$ cat src/rtl/calc_entry_fsm_if.sv
// Key-entry bus between the keypad decoder and the calculator entry FSM.
// The master drives the key strobe; the slave presents the operands and status.
interface calc_entry_fsm_if;
    logic       key_valid;
    logic [1:0] key_type;
    logic [3:0] key_val;
    logic [3:0] operand1;
    logic [3:0] operand2;
    logic [2:0] md_operator;
    logic       show_res;
    logic       err;
    logic       err_flag;
    logic [2:0] state;

    modport master (
        output key_valid, key_type, key_val,
        input  operand1, operand2, md_operator, show_res, err, err_flag, state
    );

    modport slave (
        input  key_valid, key_type, key_val,
        output operand1, operand2, md_operator, show_res, err, err_flag, state
    );
endinterface

$ cat src/rtl/calc_entry_fsm.sv
// Calculator key-entry FSM: collects operand/operator/equals keys into an
// expression for the calculator core and flags keys that cannot be accepted.
module calc_entry_fsm (
    input  logic              clk,
    input  logic              sof_reset,
    calc_entry_fsm_if.slave   bus
);

    localparam logic [2:0] ST_IDLE = 3'b000;
    localparam logic [2:0] ST_OP1  = 3'b001;
    localparam logic [2:0] ST_OPR  = 3'b010;
    localparam logic [2:0] ST_OP2  = 3'b011;
    localparam logic [2:0] ST_SHOW = 3'b100;

    localparam logic [1:0] KEY_OPERAND  = 2'b00;
    localparam logic [1:0] KEY_OPERATOR = 2'b01;
    localparam logic [1:0] KEY_EQUALS   = 2'b10;
    localparam logic [1:0] KEY_CLEAR    = 2'b11;

    localparam logic [2:0] OPC_ADD     = 3'b000;
    localparam logic [2:0] OPC_DIV     = 3'b011;
    localparam logic [2:0] OPC_MOD     = 3'b100;
    localparam logic [2:0] OPC_SQUARE  = 3'b101;
    localparam logic [2:0] OPC_FACT    = 3'b110;
    localparam logic [2:0] OPC_INVALID = 3'b111;

    logic [2:0] state_q,       state_n;
    logic [3:0] operand1_q,    operand1_n;
    logic [3:0] operand2_q,    operand2_n;
    logic [2:0] md_operator_q, md_operator_n;
    logic       show_res_q,    show_res_n;
    logic       err_q,         err_n;
    logic       err_flag_q,    err_flag_n;

    logic [2:0] key_opc;
    logic       key_opc_ok;

    assign key_opc    = bus.key_val[2:0];
    assign key_opc_ok = (key_opc != OPC_INVALID);

    function automatic logic is_unary(input logic [2:0] opc);
        return (opc == OPC_SQUARE) || (opc == OPC_FACT);
    endfunction

    // Divide/modulo by zero and factorials that overflow the core are refused at equals.
    function automatic logic equals_rejected(input logic [2:0] opc,
                                             input logic [3:0] a,
                                             input logic [3:0] b);
        return (((opc == OPC_DIV) || (opc == OPC_MOD)) && (b == 4'd0)) ||
               ((opc == OPC_FACT) && (a > 4'd5));
    endfunction

    always_comb begin
        state_n       = state_q;
        operand1_n    = operand1_q;
        operand2_n    = operand2_q;
        md_operator_n = md_operator_q;
        show_res_n    = show_res_q;
        err_n         = 1'b0;
        err_flag_n    = err_flag_q;

        if (state_q > ST_SHOW) begin
            state_n    = ST_IDLE;
            show_res_n = 1'b0;
        end else if (bus.key_valid && (bus.key_type == KEY_CLEAR)) begin
            state_n       = ST_IDLE;
            operand1_n    = 4'd0;
            operand2_n    = 4'd0;
            md_operator_n = OPC_ADD;
            show_res_n    = 1'b0;
            err_flag_n    = 1'b0;
        end else if (bus.key_valid) begin
            case (state_q)
                ST_IDLE: begin
                    if (bus.key_type == KEY_OPERAND) begin
                        operand1_n = bus.key_val;
                        operand2_n = 4'd0;
                        err_flag_n = 1'b0;
                        state_n    = ST_OP1;
                    end else begin
                        err_n = 1'b1;
                    end
                end
                ST_OP1: begin
                    if (bus.key_type == KEY_OPERAND) begin
                        operand1_n = bus.key_val;
                    end else if ((bus.key_type == KEY_OPERATOR) && key_opc_ok) begin
                        md_operator_n = key_opc;
                        if (is_unary(key_opc))
                            operand2_n = 4'd0;
                        state_n = ST_OPR;
                    end else begin
                        err_n = 1'b1;
                    end
                end
                ST_OPR: begin
                    if (bus.key_type == KEY_OPERAND) begin
                        if (is_unary(md_operator_q)) begin
                            err_n = 1'b1;
                        end else begin
                            operand2_n = bus.key_val;
                            state_n    = ST_OP2;
                        end
                    end else if (bus.key_type == KEY_OPERATOR) begin
                        if (key_opc_ok) begin
                            md_operator_n = key_opc;
                            if (is_unary(key_opc))
                                operand2_n = 4'd0;
                        end else begin
                            err_n = 1'b1;
                        end
                    end else begin
                        // Equals is only meaningful here once a unary operator is chosen.
                        if (is_unary(md_operator_q) &&
                            !equals_rejected(md_operator_q, operand1_q, operand2_q)) begin
                            state_n    = ST_SHOW;
                            show_res_n = 1'b1;
                        end else begin
                            err_n = 1'b1;
                        end
                    end
                end
                ST_OP2: begin
                    if (bus.key_type == KEY_OPERAND) begin
                        operand2_n = bus.key_val;
                    end else if (bus.key_type == KEY_EQUALS) begin
                        if (equals_rejected(md_operator_q, operand1_q, operand2_q)) begin
                            err_n = 1'b1;
                        end else begin
                            state_n    = ST_SHOW;
                            show_res_n = 1'b1;
                        end
                    end else begin
                        err_n = 1'b1;
                    end
                end
                ST_SHOW: begin
                    // A fresh operand starts the next expression; other keys leave the result up.
                    if (bus.key_type == KEY_OPERAND) begin
                        operand1_n    = bus.key_val;
                        operand2_n    = 4'd0;
                        md_operator_n = OPC_ADD;
                        show_res_n    = 1'b0;
                        err_flag_n    = 1'b0;
                        state_n       = ST_OP1;
                    end
                end
                default: begin
                    state_n    = ST_IDLE;
                    show_res_n = 1'b0;
                end
            endcase
        end

        if (err_n)
            err_flag_n = 1'b1;
    end

    always_ff @(posedge clk) begin
        if (sof_reset) begin
            state_q       <= ST_IDLE;
            operand1_q    <= 4'd0;
            operand2_q    <= 4'd0;
            md_operator_q <= OPC_ADD;
            show_res_q    <= 1'b0;
            err_q         <= 1'b0;
            err_flag_q    <= 1'b0;
        end else begin
            state_q       <= state_n;
            operand1_q    <= operand1_n;
            operand2_q    <= operand2_n;
            md_operator_q <= md_operator_n;
            show_res_q    <= show_res_n;
            err_q         <= err_n;
            err_flag_q    <= err_flag_n;
        end
    end

    assign bus.state       = state_q;
    assign bus.operand1    = operand1_q;
    assign bus.operand2    = operand2_q;
    assign bus.md_operator = md_operator_q;
    assign bus.show_res    = show_res_q;
    assign bus.err         = err_q;
    assign bus.err_flag    = err_flag_q;

endmodule
$ cat src/flat_wrapper.sv
// flat-port wrapper written by rule: the top's interface ports become plain ports
module calc_entry_fsm_flat 
  (clk, sof_reset, bus_key_valid, bus_key_type, bus_key_val, bus_operand1, bus_operand2, bus_md_operator, bus_show_res, bus_err, bus_err_flag, bus_state);
  calc_entry_fsm_if bus_i ();
  input  logic clk;
  input  logic sof_reset;
  input wire logic [$bits(bus_i.key_valid)-1:0] bus_key_valid;
  input wire logic [$bits(bus_i.key_type)-1:0] bus_key_type;
  input wire logic [$bits(bus_i.key_val)-1:0] bus_key_val;
  output wire logic [$bits(bus_i.operand1)-1:0] bus_operand1;
  output wire logic [$bits(bus_i.operand2)-1:0] bus_operand2;
  output wire logic [$bits(bus_i.md_operator)-1:0] bus_md_operator;
  output wire logic [$bits(bus_i.show_res)-1:0] bus_show_res;
  output wire logic [$bits(bus_i.err)-1:0] bus_err;
  output wire logic [$bits(bus_i.err_flag)-1:0] bus_err_flag;
  output wire logic [$bits(bus_i.state)-1:0] bus_state;
  assign bus_i.key_valid = bus_key_valid;
  assign bus_i.key_type = bus_key_type;
  assign bus_i.key_val = bus_key_val;
  assign bus_operand1 = bus_i.operand1;
  assign bus_operand2 = bus_i.operand2;
  assign bus_md_operator = bus_i.md_operator;
  assign bus_show_res = bus_i.show_res;
  assign bus_err = bus_i.err;
  assign bus_err_flag = bus_i.err_flag;
  assign bus_state = bus_i.state;
  calc_entry_fsm u_core (.clk(clk), .sof_reset(sof_reset), .bus(bus_i));
endmodule
$ cat config.mk
export PLATFORM = sky130hd
export DESIGN_NAME = calc_entry_fsm_flat
export DESIGN_NICKNAME = d
export VERILOG_FILES = /design/src/rtl/calc_entry_fsm_if.sv /design/src/rtl/calc_entry_fsm.sv /design/src/flat_wrapper.sv
export SDC_FILE = /design/constraint.sdc
export NUM_CORES = 1
export LEC_CHECK = 0
export ABC_AREA = 1
export BUFFER_PORTS_ARGS = -buffer_cell sky130_fd_sc_hd__clkbuf_2
export CORE_ASPECT_RATIO = 1.1
export CORE_MARGIN = 5
export CORE_UTILIZATION = 40
export DETAILED_ROUTE_END_ITERATION = 16
export GPL_TIMING_DRIVEN = 0
export PLACE_DENSITY = 0.64
export SYNTH_ARGS = -nofsm -noshare
export SYNTH_HDL_FRONTEND = slang
export SYNTH_SLANG_ARGS = --single-unit
$ cat constraint.sdc
create_clock -name clk -period 4 [get_ports clk]
set_input_delay 0.6 -clock clk [delete_from_list [all_inputs] [get_ports clk]]
set_output_delay 0.6 -clock clk [all_outputs]
set_load 0.01 [all_outputs]
==> results.tsv <==
metric	value	unit
status	completed	
cp_max_fo	6	
initial_core_util	0.409	
synth_xor_area_frac	0	
yosys.area.top_type_share	0.275	
worst_slew_pin_slew	464	ps
grt_pass1_wl	5410	um
drtAntennaViolNets	0	
drc	0	
holdPathStages	2	
grt-ovfl-total	0	
start_kind	flop	
area_growth	15.4	%
post_cts_buffers	0	
drt_pass1_iterations	4	
drv_cap	0	
layout.nets	236	
cp-end-kind	output pin	
rsz0062_at_grt	false	
cts_sinks	17	
r2r_cells	9	
cp_top_family	flip-flops	
post-dp-hpwl	2480	um
port_buffers	24	
ir_drop	0.156	mV
path_cells	clkbuf_2	
setup_viol	0	
synth_area_per_cell	6.24	um2
first_global_vias	1208	
root_buffer	clkbuf_4	
cts_tree	built	
critical_path_arrival	950	ps
crit_required	3400	ps
cp_slowest_cell	dfxtp_1	
synth_fp_nets	207	
rows	21	
power-per-cell-area	328	nW/um2
synth_compound_area_frac	0.124	
critical_path_buf_inv_count	1	
ios	26	
cts_resized	0	
p_leak	0.000732	uW
slew_headroom	0.688	
synth_top_cell_by_area	dfxtp_1	
antenna_found_initial	0	
ctsHoldBuffers	0	
period_share	0.387	
synth_top_family_by_area	simple AND/OR/NAND/NOR gates	
core_area	3020	um2
period_needed	1550	ps
avgRoutedWirePerCell	11.8	um
synth.area.top_cells	dfxtp_1 (28%), nand2_1 (17%), nor2_1 (8.2%), a21oi_1 (6.5%), nand3_2 (5.7%)	
power	468	uW
clk_pin_slew	110	ps
die_w	63.0	um
gp_congestion	0.841	
die_height	68.3	um
drt_iter0_drc	79	
ys_types	25	
worst-setup-path-type	flop to output pin	
slew_violations	0	
synth.area.mux_share	0	
drive_gt1_frac	0.279	
yosys.area_share.adder	0	
skew	1.87	ps
ys_seq_area_frac	0.275	
critical-path-max-stage-delay	460	ps
cp_num_cells	1	
yosys.area_share.simple	0.499	
grt_usage	0.157	
vias	1318	
hold_violations	0	
wirelength	3070	um
tns	0	ps
clockBufferDepth	2	
diodes	0	
hold_path_class	flop to flop	
ys.warnings.count	0	
dieArea	4300	um2
grt_max_degree	11	
yosys_register_bits	17	
syn_area	1240	um2
htreeDepth	1	
clk_latency	300	ps
cts_made_buffers	3	
max_freq	0.647	GHz
syn_inst	198	
via_per_inst	5.07	
cells by family (layout without fill, tap and decap cells):
kind of cell,after synthesis,count (layout)
AOI/OAI and AO/OA,27,27
buffers and inverters,29,57
DFF,17,17
and+or+nand+nor,125,125
metrics by stage:
stage               hold slack [ps]  worst slack (ps)  area [um2]  std cells   util
CTS                             473              2440        1430        260  0.472
global route                    500              2310        1430        260  0.472
detailed placement              457              2150        1400        256  0.463
global placement                453              2150        1400        256  0.463
floorplan                       485              2510        1240        198      -
finish                          472              2450        1430        260  0.472
worst paths after layout:
path	from	endpoint	slack, ps
hold reg to reg	u_core.bus.operand1[3]	u_core.bus.operand1[3]	470
setup / recovery	u_core.bus.state[1]	bus_state[1]	2450
setup reg to reg	u_core.bus.state[2]	u_core.bus.operand2[1]	2460
hold / removal	u_core.bus.operand1[3]	u_core.bus.operand1[3]	470
power breakdown:
| group | internal, uW | switching, uW |
|---|---|---|
| Clock | 37.3 | 61.6 |
| Sequential | 183 | 14.6 |
| Combinational | 61.8 | 110 |
| Total | 282 | 186 |
synth_stat cells (all sizes together):
master	number
nand3b	1
dfxtp	17
nor4	1
o211ai	1
nand4	8
a21oi	17
nor3	1
nor2	36
o21ai	6
nand3	17
buf	1
a31oi	2
o21a	1
inv	27
nand2	61
clkdlybuf4s25	1
layer usage:
metal  wire length (um)  GRT usage
met1               1480      0.202
met2               1370      0.263
met3                150     0.0263
met4                 74     0.0610
met5                  0          0
placed cells by master, fill, tap and decap left out, types with 4 or more instances in the layout:
cell type   n
a21oi_1    16
clkbuf_2   24
dfxtp_1    17
inv_1      16
inv_2      10
nand2_1    56
nand2_2     4
nand3_1    10
nand3_2     7
nand4_1     8
nor2_1     27
nor2_2      6
o21ai_0     4
state kept, by name (all words and copies together), names as in the netlist:
register / count
u_core.bus.show_res: 1
u_core.bus.err: 1
u_core.bus.md_operator: 3
u_core.bus.operand2: 4
u_core.bus.err_flag: 1
u_core.bus.state: 3
u_core.bus.operand1: 4
cell type report:
class	count	area, um2
Clock inverter	1	5.00
Buffer	2	21.3
Timing Repair Buffer	24	120
Tap cell	34	42.5
Sequential cell	17	340
Clock buffer	3	22.5
Inverter	27	104
Fill cell	331	1600
Multi-Input combinational cell	152	771
No activity file was read; power rests on OpenSTA's default activity.
